`src/rtl/tex_pkg.sv`:
```
// Shared texture-unit definitions: footprint quad indices, FSM state encoding,
// and small helpers for the footprint generator and address stages.
package tex_pkg;

   localparam logic [1:0] Q00 = 2'd0;
   localparam logic [1:0] Q10 = 2'd1;
   localparam logic [1:0] Q01 = 2'd2;
   localparam logic [1:0] Q11 = 2'd3;

   localparam logic [2:0] BPP_LOG2_MAX = 3'd4;

   typedef logic [0:0] state_t;
   localparam state_t S_IDLE  = 1'b0;
   localparam state_t S_ISSUE = 1'b1;

   function automatic logic [2:0] clamp_bpp(input logic [2:0] bpp);
      return (bpp > BPP_LOG2_MAX) ? BPP_LOG2_MAX : bpp;
   endfunction

   // Quad 0 is always enabled, so every accepted sample yields at least one beat.
   function automatic logic [3:0] quad_mask(input logic border,
                                            input logic bilinear,
                                            input logic dedup,
                                            input logic x_eq,
                                            input logic y_eq);
      logic [3:0] m;
      m = 4'b0001;
      if (!border && bilinear) begin
         m = 4'b1111;
         if (dedup && x_eq) begin
            m[Q10] = 1'b0;
            m[Q11] = 1'b0;
         end
         if (dedup && y_eq) begin
            m[Q01] = 1'b0;
            m[Q11] = 1'b0;
         end
      end
      return m;
   endfunction

   // Returns {found, index} of the lowest enabled quad strictly above cur.
   function automatic logic [2:0] next_enabled(input logic [3:0] mask,
                                               input logic [1:0] cur);
      logic [2:0] r;
      r = '0;
      for (int unsigned q = 0; q < 4; q++) begin
         if (!r[2] && mask[q] && (q > 32'(cur))) begin
            r = {1'b1, q[1:0]};
         end
      end
      return r;
   endfunction

endpackage

```
`src/rtl/tex_texel_addr_calc.sv`:
```
// Texel address arithmetic: full-width row products for two rows, and the
// per-beat byte address base + row_prod + (x << bpp), modulo 2^AW.
module tex_texel_addr_calc #(
   parameter int W  = 12,
   parameter int AW = 32,
   parameter int PW = 16
) (
   input  logic [W-1:0]    row_y0,
   input  logic [W-1:0]    row_y1,
   input  logic [PW-1:0]   pitch,
   output logic [W+PW-1:0] row_prod0,
   output logic [W+PW-1:0] row_prod1,
   input  logic [AW-1:0]   base,
   input  logic [W+PW-1:0] row_prod,
   input  logic [W-1:0]    col_x,
   input  logic [2:0]      bpp_log2,
   output logic [AW-1:0]   addr
);
   import tex_pkg::*;

   logic [W+PW-1:0] pitch_ext;
   logic [AW-1:0]   col_off;
   logic [AW-1:0]   row_off;

   assign pitch_ext = {{W{1'b0}}, pitch};
   assign row_prod0 = {{PW{1'b0}}, row_y0} * pitch_ext;
   assign row_prod1 = {{PW{1'b0}}, row_y1} * pitch_ext;

   assign col_off = AW'(col_x) << clamp_bpp(bpp_log2);
   assign row_off = AW'(row_prod);
   assign addr    = base + row_off + col_off;

endmodule

```
`src/rtl/tex_footprint_gen.sv`:
```
// Expands a wrapped texture sample into 1..4 texel read requests (or a single
// border token) issued one per cycle under a valid/ready handshake.
module tex_footprint_gen #(
   parameter int W     = 12,
   parameter int AW    = 32,
   parameter int PW    = 16,
   parameter int TAGW  = 8,
   parameter int DEDUP = 1
) (
   input  logic            clk,
   input  logic            rst,
   input  logic            in_valid,
   output logic            in_ready,
   input  logic [W-1:0]    in_x0,
   input  logic [W-1:0]    in_y0,
   input  logic [W-1:0]    in_x1,
   input  logic [W-1:0]    in_y1,
   input  logic            in_border,
   input  logic            in_bilinear,
   input  logic [TAGW-1:0] in_tag,
   input  logic [AW-1:0]   base_addr,
   input  logic [PW-1:0]   row_pitch,
   input  logic [2:0]      bpp_log2,
   output logic            out_valid,
   input  logic            out_ready,
   output logic [AW-1:0]   out_addr,
   output logic [1:0]      out_quad,
   output logic            out_last,
   output logic            out_border,
   output logic [TAGW-1:0] out_tag
);
   import tex_pkg::*;

   state_t            state_q, state_d;
   logic              out_valid_q, out_valid_d;
   logic [1:0]        quad_q, quad_d;
   logic [3:0]        mask_q, mask_d;
   logic [W-1:0]      x0_q, x0_d;
   logic [W-1:0]      x1_q, x1_d;
   logic [W+PW-1:0]   prod0_q, prod0_d;
   logic [W+PW-1:0]   prod1_q, prod1_d;
   logic [AW-1:0]     base_q, base_d;
   logic [2:0]        bpp_q, bpp_d;
   logic [TAGW-1:0]   tag_q, tag_d;
   logic              border_q, border_d;

   logic [W+PW-1:0]   row_prod0, row_prod1;
   logic [W+PW-1:0]   sel_prod;
   logic [W-1:0]      sel_x;
   logic [AW-1:0]     calc_addr;
   logic [2:0]        nxt;
   logic              is_last;
   logic              fire;
   logic              accept;

   // Multipliers see only the input-side y values; the beat path is a mux and an add.
   tex_texel_addr_calc #(
      .W  (W),
      .AW (AW),
      .PW (PW)
   ) u_addr_calc (
      .row_y0    (in_y0),
      .row_y1    (in_y1),
      .pitch     (row_pitch),
      .row_prod0 (row_prod0),
      .row_prod1 (row_prod1),
      .base      (base_q),
      .row_prod  (sel_prod),
      .col_x     (sel_x),
      .bpp_log2  (bpp_q),
      .addr      (calc_addr)
   );

   assign sel_prod = quad_q[1] ? prod1_q : prod0_q;
   assign sel_x    = quad_q[0] ? x1_q : x0_q;

   assign nxt      = next_enabled(mask_q, quad_q);
   assign is_last  = ~nxt[2];
   assign fire     = out_valid_q & out_ready;
   assign in_ready = (state_q == S_IDLE) | (fire & is_last);
   assign accept   = in_valid & in_ready;

   always_comb begin
      state_d     = state_q;
      out_valid_d = out_valid_q;
      quad_d      = quad_q;
      mask_d      = mask_q;
      x0_d        = x0_q;
      x1_d        = x1_q;
      prod0_d     = prod0_q;
      prod1_d     = prod1_q;
      base_d      = base_q;
      bpp_d       = bpp_q;
      tag_d       = tag_q;
      border_d    = border_q;

      if (accept) begin
         state_d     = S_ISSUE;
         out_valid_d = 1'b1;
         quad_d      = Q00;
         mask_d      = quad_mask(in_border, in_bilinear, DEDUP != 0,
                                 in_x1 == in_x0, in_y1 == in_y0);
         x0_d        = in_x0;
         x1_d        = in_x1;
         prod0_d     = row_prod0;
         prod1_d     = row_prod1;
         base_d      = base_addr;
         bpp_d       = clamp_bpp(bpp_log2);
         tag_d       = in_tag;
         border_d    = in_border;
      end else if (fire) begin
         if (is_last) begin
            state_d     = S_IDLE;
            out_valid_d = 1'b0;
         end else begin
            quad_d = nxt[1:0];
         end
      end
   end

   always_ff @(posedge clk) begin
      if (rst) begin
         state_q     <= S_IDLE;
         out_valid_q <= 1'b0;
         quad_q      <= '0;
         mask_q      <= '0;
         x0_q        <= '0;
         x1_q        <= '0;
         prod0_q     <= '0;
         prod1_q     <= '0;
         base_q      <= '0;
         bpp_q       <= '0;
         tag_q       <= '0;
         border_q    <= 1'b0;
      end else begin
         state_q     <= state_d;
         out_valid_q <= out_valid_d;
         quad_q      <= quad_d;
         mask_q      <= mask_d;
         x0_q        <= x0_d;
         x1_q        <= x1_d;
         prod0_q     <= prod0_d;
         prod1_q     <= prod1_d;
         base_q      <= base_d;
         bpp_q       <= bpp_d;
         tag_q       <= tag_d;
         border_q    <= border_d;
      end
   end

   assign out_valid  = out_valid_q;
   assign out_quad   = quad_q;
   assign out_tag    = tag_q;
   assign out_last   = out_valid_q & is_last;
   assign out_border = out_valid_q & border_q;
   assign out_addr   = border_q ? '0 : calc_addr;

endmodule
```
`config.mk`:
```
export PLATFORM = sky130hd
export DESIGN_NAME = tex_footprint_gen
export DESIGN_NICKNAME = d
export VERILOG_FILES = /design/src/rtl/tex_pkg.sv /design/src/rtl/tex_texel_addr_calc.sv /design/src/rtl/tex_footprint_gen.sv
export SDC_FILE = /design/constraint.sdc
export NUM_CORES = 1
export LEC_CHECK = 0
export CORE_AREA = 2 2 278 280
export DETAILED_ROUTE_END_ITERATION = 6
export DIE_AREA = 0 0 280 282
export GPL_TIMING_DRIVEN = 0
export PLACE_DENSITY = 0.44
export SYNTH_ARGS = -nofsm -noshare
export SYNTH_HDL_FRONTEND = slang
export SYNTH_HIERARCHICAL = 1
export SYNTH_SLANG_ARGS = --single-unit
```
`constraint.sdc`:
```
create_clock -name clk -period 9.52 [get_ports clk]
set_input_delay 1.904 -clock clk [delete_from_list [all_inputs] [get_ports clk]]
set_output_delay 1.904 -clock clk [all_outputs]
set_load 0.02 [all_outputs]
```
# == Word level (Yosys, flattened, before mapping) ==
# Index checks and enable logic that the tools add are counted.
# op_classes
n_shift,1
mul,2
magnitude_cmp,5
bitwise,8
muxes,14
addsub,2
n_reduce_logical,13
n_eq_ne,3
# op_table
operator,count
multiplier 12 x 16 -> 28 bit,2
adder 32 x 28 -> 32 bit,1
adder 32 bit,1
2-to-1 mux 32 bit,1
<< shifter 12 x 3 -> 32 bit,1
2-to-1 mux 28 bit,1
== test 12 bit,2
2-to-1 mux 3 bit,5
2-to-1 mux 12 bit,1
"> comparator 3 bit, second input constant",2
logical AND 1 bit,6
AND 1 bit,5
"> comparator 2 bit, first input constant",2
2-to-1 mux 1 bit,4
2-to-1 mux 4 bit,1
AND reduction 2 bit,2
zero test 1 bit,3
"> comparator 1 x 2 -> 1 bit, first input constant",1
2-to-1 mux 2 bit,1
"inequality test 2 x 1 -> 1 bit, second input constant",1
NOT 1 bit,2
nonzero test 2 bit,1
OR reduction 2 bit,1
bitwise OR 1 bit,1
# totals
output_inout_bits,46
regBits,131

# == Depth between registers and ports, before layout ==
# logic_depth
word_depth,17
mapped_depth,24
depth_no_buf,22

# == By module ==
# Netlist, hierarchy kept.
# by_module_without_submodules
mod,area_per_inst_um2,n_inst,seq_area_each_um2,cells_each
tex_texel_addr_calc,14756.7,1,0.0,1779
tex_footprint_gen,5596.6,1,2602.5,691

# == Least setup slack after synthesis ==
# OpenSTA, ideal clock, no wires.
# synth_timing
kind,input to register
startpoint,in in_y1[3]
endpoint,reg prod1_q[25]
n_path_buf,1
path_stages,21
setup_ns,0.070
arrival_ns,6.725
slack_ns,2.724
path_cell_list,clkbuf_1 -> nand2_1 -> fa_1 -> fa_1 -> inv_1 -> fa_1 -> fa_1 -> inv_1 -> fa_1 -> inv_1 -> ha_1 -> and3_1 -> nor2b_1 -> and4_1 -> a211o_1 -> a31oi_2 -> o21bai_1 -> a21oi_1 -> xnor2_1 -> nand2_1 -> a21oi_1
# synth_via
elab_chain_len,1
# synth_lines
element,line,rtl
from (decl),tex_footprint_gen.sv:17,"input logic [W-1:0] in_y1,"
multiplier 12 x 16 -> 28 bit,tex_texel_addr_calc.sv:27,"assign row_prod1 = {{PW{1'b0}}, row_y1} * pitch_ext;"
named net row_prod1[25],tex_footprint_gen.sv:47,"logic [W+PW-1:0] row_prod0, row_prod1;"
to (signal assigned),tex_footprint_gen.sv:143,prod1_q <= prod1_d;
to (decl),tex_footprint_gen.sv:41,"logic [W+PW-1:0] prod1_q, prod1_d;"
# The timed path passes the listed nets, and every way through them passes these cells.
# A chain may end at the register's enable or synchronous reset.

# == Worst setup path after layout ==
# layout_timing
startpoint,in row_pitch[13]
endpoint,reg prod0_q[25]
# layout_via
elab_chain_len,1
# layout_lines
element,line,rtl
from (decl),tex_footprint_gen.sv:22,"input logic [PW-1:0] row_pitch,"
multiplier 12 x 16 -> 28 bit,tex_texel_addr_calc.sv:26,"assign row_prod0 = {{PW{1'b0}}, row_y0} * pitch_ext;"
named net row_prod0[25],tex_footprint_gen.sv:47,
to (signal assigned),tex_footprint_gen.sv:142,prod0_q <= prod0_d;
to (decl),tex_footprint_gen.sv:40,"logic [W+PW-1:0] prod0_q, prod0_d;"
# The timed path passes the listed nets, and every way through them passes these cells.

==> reports/qor.yml <==
power_and_ir_drop:
  p_leak_nw: 11.0
  ir_drop_uv: 294
  cellPowerDensity_nw_per_um2: 286
logic_synthesis:
  synth_cell_types: 70
  syn_inst: 2470
  synth_area_leaders: "fa_1 30%, dfxtp_1 13%, ha_1 10%"
  synth.top_cell.area_share_pct: 29.5
  ys_async_sr_fraction_pct: 0
  synth_common_cells: "531 x nand2_1, 397 x inv_1, 300 x fa_1"
  yosysMostFrequentCell: "nand2_1"
  yosys.area_share.adder_pct: 39.9
  synth_top_family_by_area: "adder cells"
  syn_area_um2: 20400
  ys_seq_elements: 130
  synth-edff-count: 0
  ys_seq_area_share_pct: 12.8
  synth_ff_type: "dfxtp_1"
  yosys.area.top_type: "fa_1"
  synth_compound_area_share_pct: 10.7
  synth-simple-area-share_pct: 18.9
  synthMuxAreaShare_pct: 3.18
  syn_avg_cell_area_um2: 8.24
  synth-xor-area-share_pct: 4.22
  yosysWarnings: 6
drt:
  dr.pass1.iters: 5
  drtAntennaViolNets: 0
  vias: 16900
  via_per_inst: 4.63
  wire_per_inst_um: 18.0
  wl_mm: 65.4
  drtIter0Drc: 864
  drc: 0
timing:
  finalHoldViolCount: 0
  grt_setup_unrepaired: "false"
  finalSetupViolCount: 0
  fmax_mhz: 121
  fin_setup_tns_ns: 0
  timing.final.crit_share_pct: 87.0
  slew_headroom_pct: 38.0
  drv_slew: 0
  clock_skew_ns: 0.00573
  post-route-min-period_ns: 8.28
  worst_pin_slew_ns: 0.930
cts:
  cts_buffer_depth: 2
  cts.sinks: 130
  cts_max_level: 4
  cts_setup_buffers: 0
  tritoncts: "yes"
  clkTransAtPathRegs_ns: 0.06
  clock_latency_ns: 0.44
  numCtsBuffers: 17
  cts_root_buf: "clkbuf_16"
  cts_resized: 0
  hold_buffers: 0
setup_path:
  crit_path_start_kind: "primary input"
  setup.worst_path.end_class: "flip-flop"
  r2r-start: "out_quad[0]$_SDFFE_PP0P_"
  critPathKind: "primary input to flip-flop"
  arrival_ns: 8.64
  crit_required_ns: 9.88
  worst-r2r-setup-slack_ns: 7.43
  reg2reg_depth: 8
  r2r-end: "base_q[23]$_SDFFE_PP0P_"
  critPathMaxFanout: 10
final_layout:
  syn_to_final_growth_pct: 16.8
  fin_nets: 3230
  n_fill_cell: 8024
  drive_gt1_share_pct: 5.04
  final_util_pct: 31.4
die:
  core_um2: 75700
  die_h_um: 282
  rows: 101
  die_area_um2: 79000
  start_util_pct: 26.9
  die_x_um: 280
  io-pin-count: 159
placement:
  port_buffers: 157
  hpwl_mm: 54.3
  gp_congestion: 0.869
run_status:
  status: "completed"
global_routing:
  antenna_found_initial: 0
  overflow: 0
  grt_pass1_vias: 18100
  grt_use_total_pct: 17.2
  grt_pass1_wl_mm: 103
  grt_max_degree: 17
run:
  cap_violations: 0
min_path:
  hp-class: "flip-flop to flip-flop"
  min_path_cells: 2
  hold_end: "prod1_q[19]$_SDFFE_PP0P_"
  holdCritStartpoint: "prod1_q[19]$_SDFFE_PP0P_"
logic make-up after synthesis:
| family | Yosys count |
|---|---|
| AND/OR/NAND/NOR | 840 |
| buffers and inverters | 521 |
| adder cells (fa/ha/maj) | 469 |
| AO/OA/AOI/OAI | 354 |
| flip-flops | 130 |
| XOR/XNOR | 98 |
| multiplexers | 57 |
| other | 1 |
through the flow:
step | setup WS [ns] | total power [mW] | instances | cell area (µm²) | hold WS, ns
after CTS | 1.18 | 6.90 | 3639 | 23800 | 0.455
after global routing | 0.864 | 7.58 | 3639 | 23800 | 0.470
after detailed placement | 0.740 | 6.16 | 3607 | 23200 | 0.447
after global placement | 0.736 | 6.17 | 3607 | 23200 | 0.440
final | 1.24 | 6.79 | 3640 | 23800 | 0.452
after floorplan | 2.72 | 4.50 | 2472 | 20400 | 0.431
sequential cells by signal, summed over array words and instances (netlist names):
name and count:
base_q 32, prod0_q 28, prod1_q 28, x0_q 12
x1_q 12, out_tag 8, bpp_q 3, mask_q 3
out_quad 2, border_q 1, out_valid 1
critical path: stages:
cell and delay [ns]:
clkdlybuf4s50_1 0.71, clkbuf_1 0.66, nand2_1 0.17, fa_1 0.53
inv_1 0.06, fa_1 0.48, fa_1 0.53, fa_1 0.49
inv_1 0.05, fa_1 0.47, inv_1 0.04, ha_1 0.25
clkbuf_1 0.26, and3_1 0.29, nand2_1 0.06, o21ai_0 0.57
a31oi_1 0.26, o21bai_1 0.18, a21oi_1 0.09, xnor2_1 0.33
nand2_1 0.11, a21oi_1 0.13
worst max path at each step:
stage | start | endpoint | slack, ns | cells after the start
after CTS | row_pitch[13] | prod0_q[25]$_SDFFE_PP0P_ | 1.18 | 22
after global routing | row_pitch[13] | prod0_q[25]$_SDFFE_PP0P_ | 0.86 | 22
after floorplan | in_y1[3] | prod1_q[25]$_SDFFE_PP0P_ | 2.72 | 21
final | row_pitch[13] | prod0_q[25]$_SDFFE_PP0P_ | 1.24 | 22
after detailed placement | row_pitch[13] | prod0_q[25]$_SDFFE_PP0P_ | 0.74 | 22
after global placement | row_pitch[13] | prod0_q[25]$_SDFFE_PP0P_ | 0.74 | 22
cells in the final DEF (no fill, tap or decap), types with 17 or more instances in the layout:
master	synthesis	final
nand2_1	531	531
ha_1	169	169
nor2_1	40	40
mux2_2	41	41
a21o_1	32	32
clkdlybuf4s50_1	0	157
fa_1	300	300
a21oi_1	205	205
xnor2_1	73	73
xor2_1	25	25
clkbuf_16	0	17
clkbuf_1	90	92
inv_1	397	397
nand3_1	17	17
o21ai_0	32	32
dfxtp_1	130	130
and2_1	140	140
nor2b_1	46	46
routing by layer:
metal	vias up	global-route usage (%)	part of all wire, %
met5	-	0	0
met4	0	4.50	2.6
met3	70	1.98	3.5
met2	318	30.3	49
met1	8416	22.2	45
li1	8061	-	-
cell type report:
class                           instances  area (µm²)  share of cell area, %
Antenna cell                            1        2.50                 0.0105
Buffer                                123         598                   2.52
Clock buffer                           19         433                   1.82
Clock inverter                         13         186                  0.784
Inverter                              398        1490                   6.28
Multi-Input combinational cell       1821       15700                   65.9
Sequential cell                       130        2600                   10.9
Tap cell                              978        1220                   5.15
Timing Repair Buffer                  157        1570                   6.61
power by group:
part	switching [mW]	internal (mW)
clock network	0.267	0.438
logic	3.26	2.15
registers	0.0404	0.632
No activity file was read; power rests on OpenSTA's default activity.
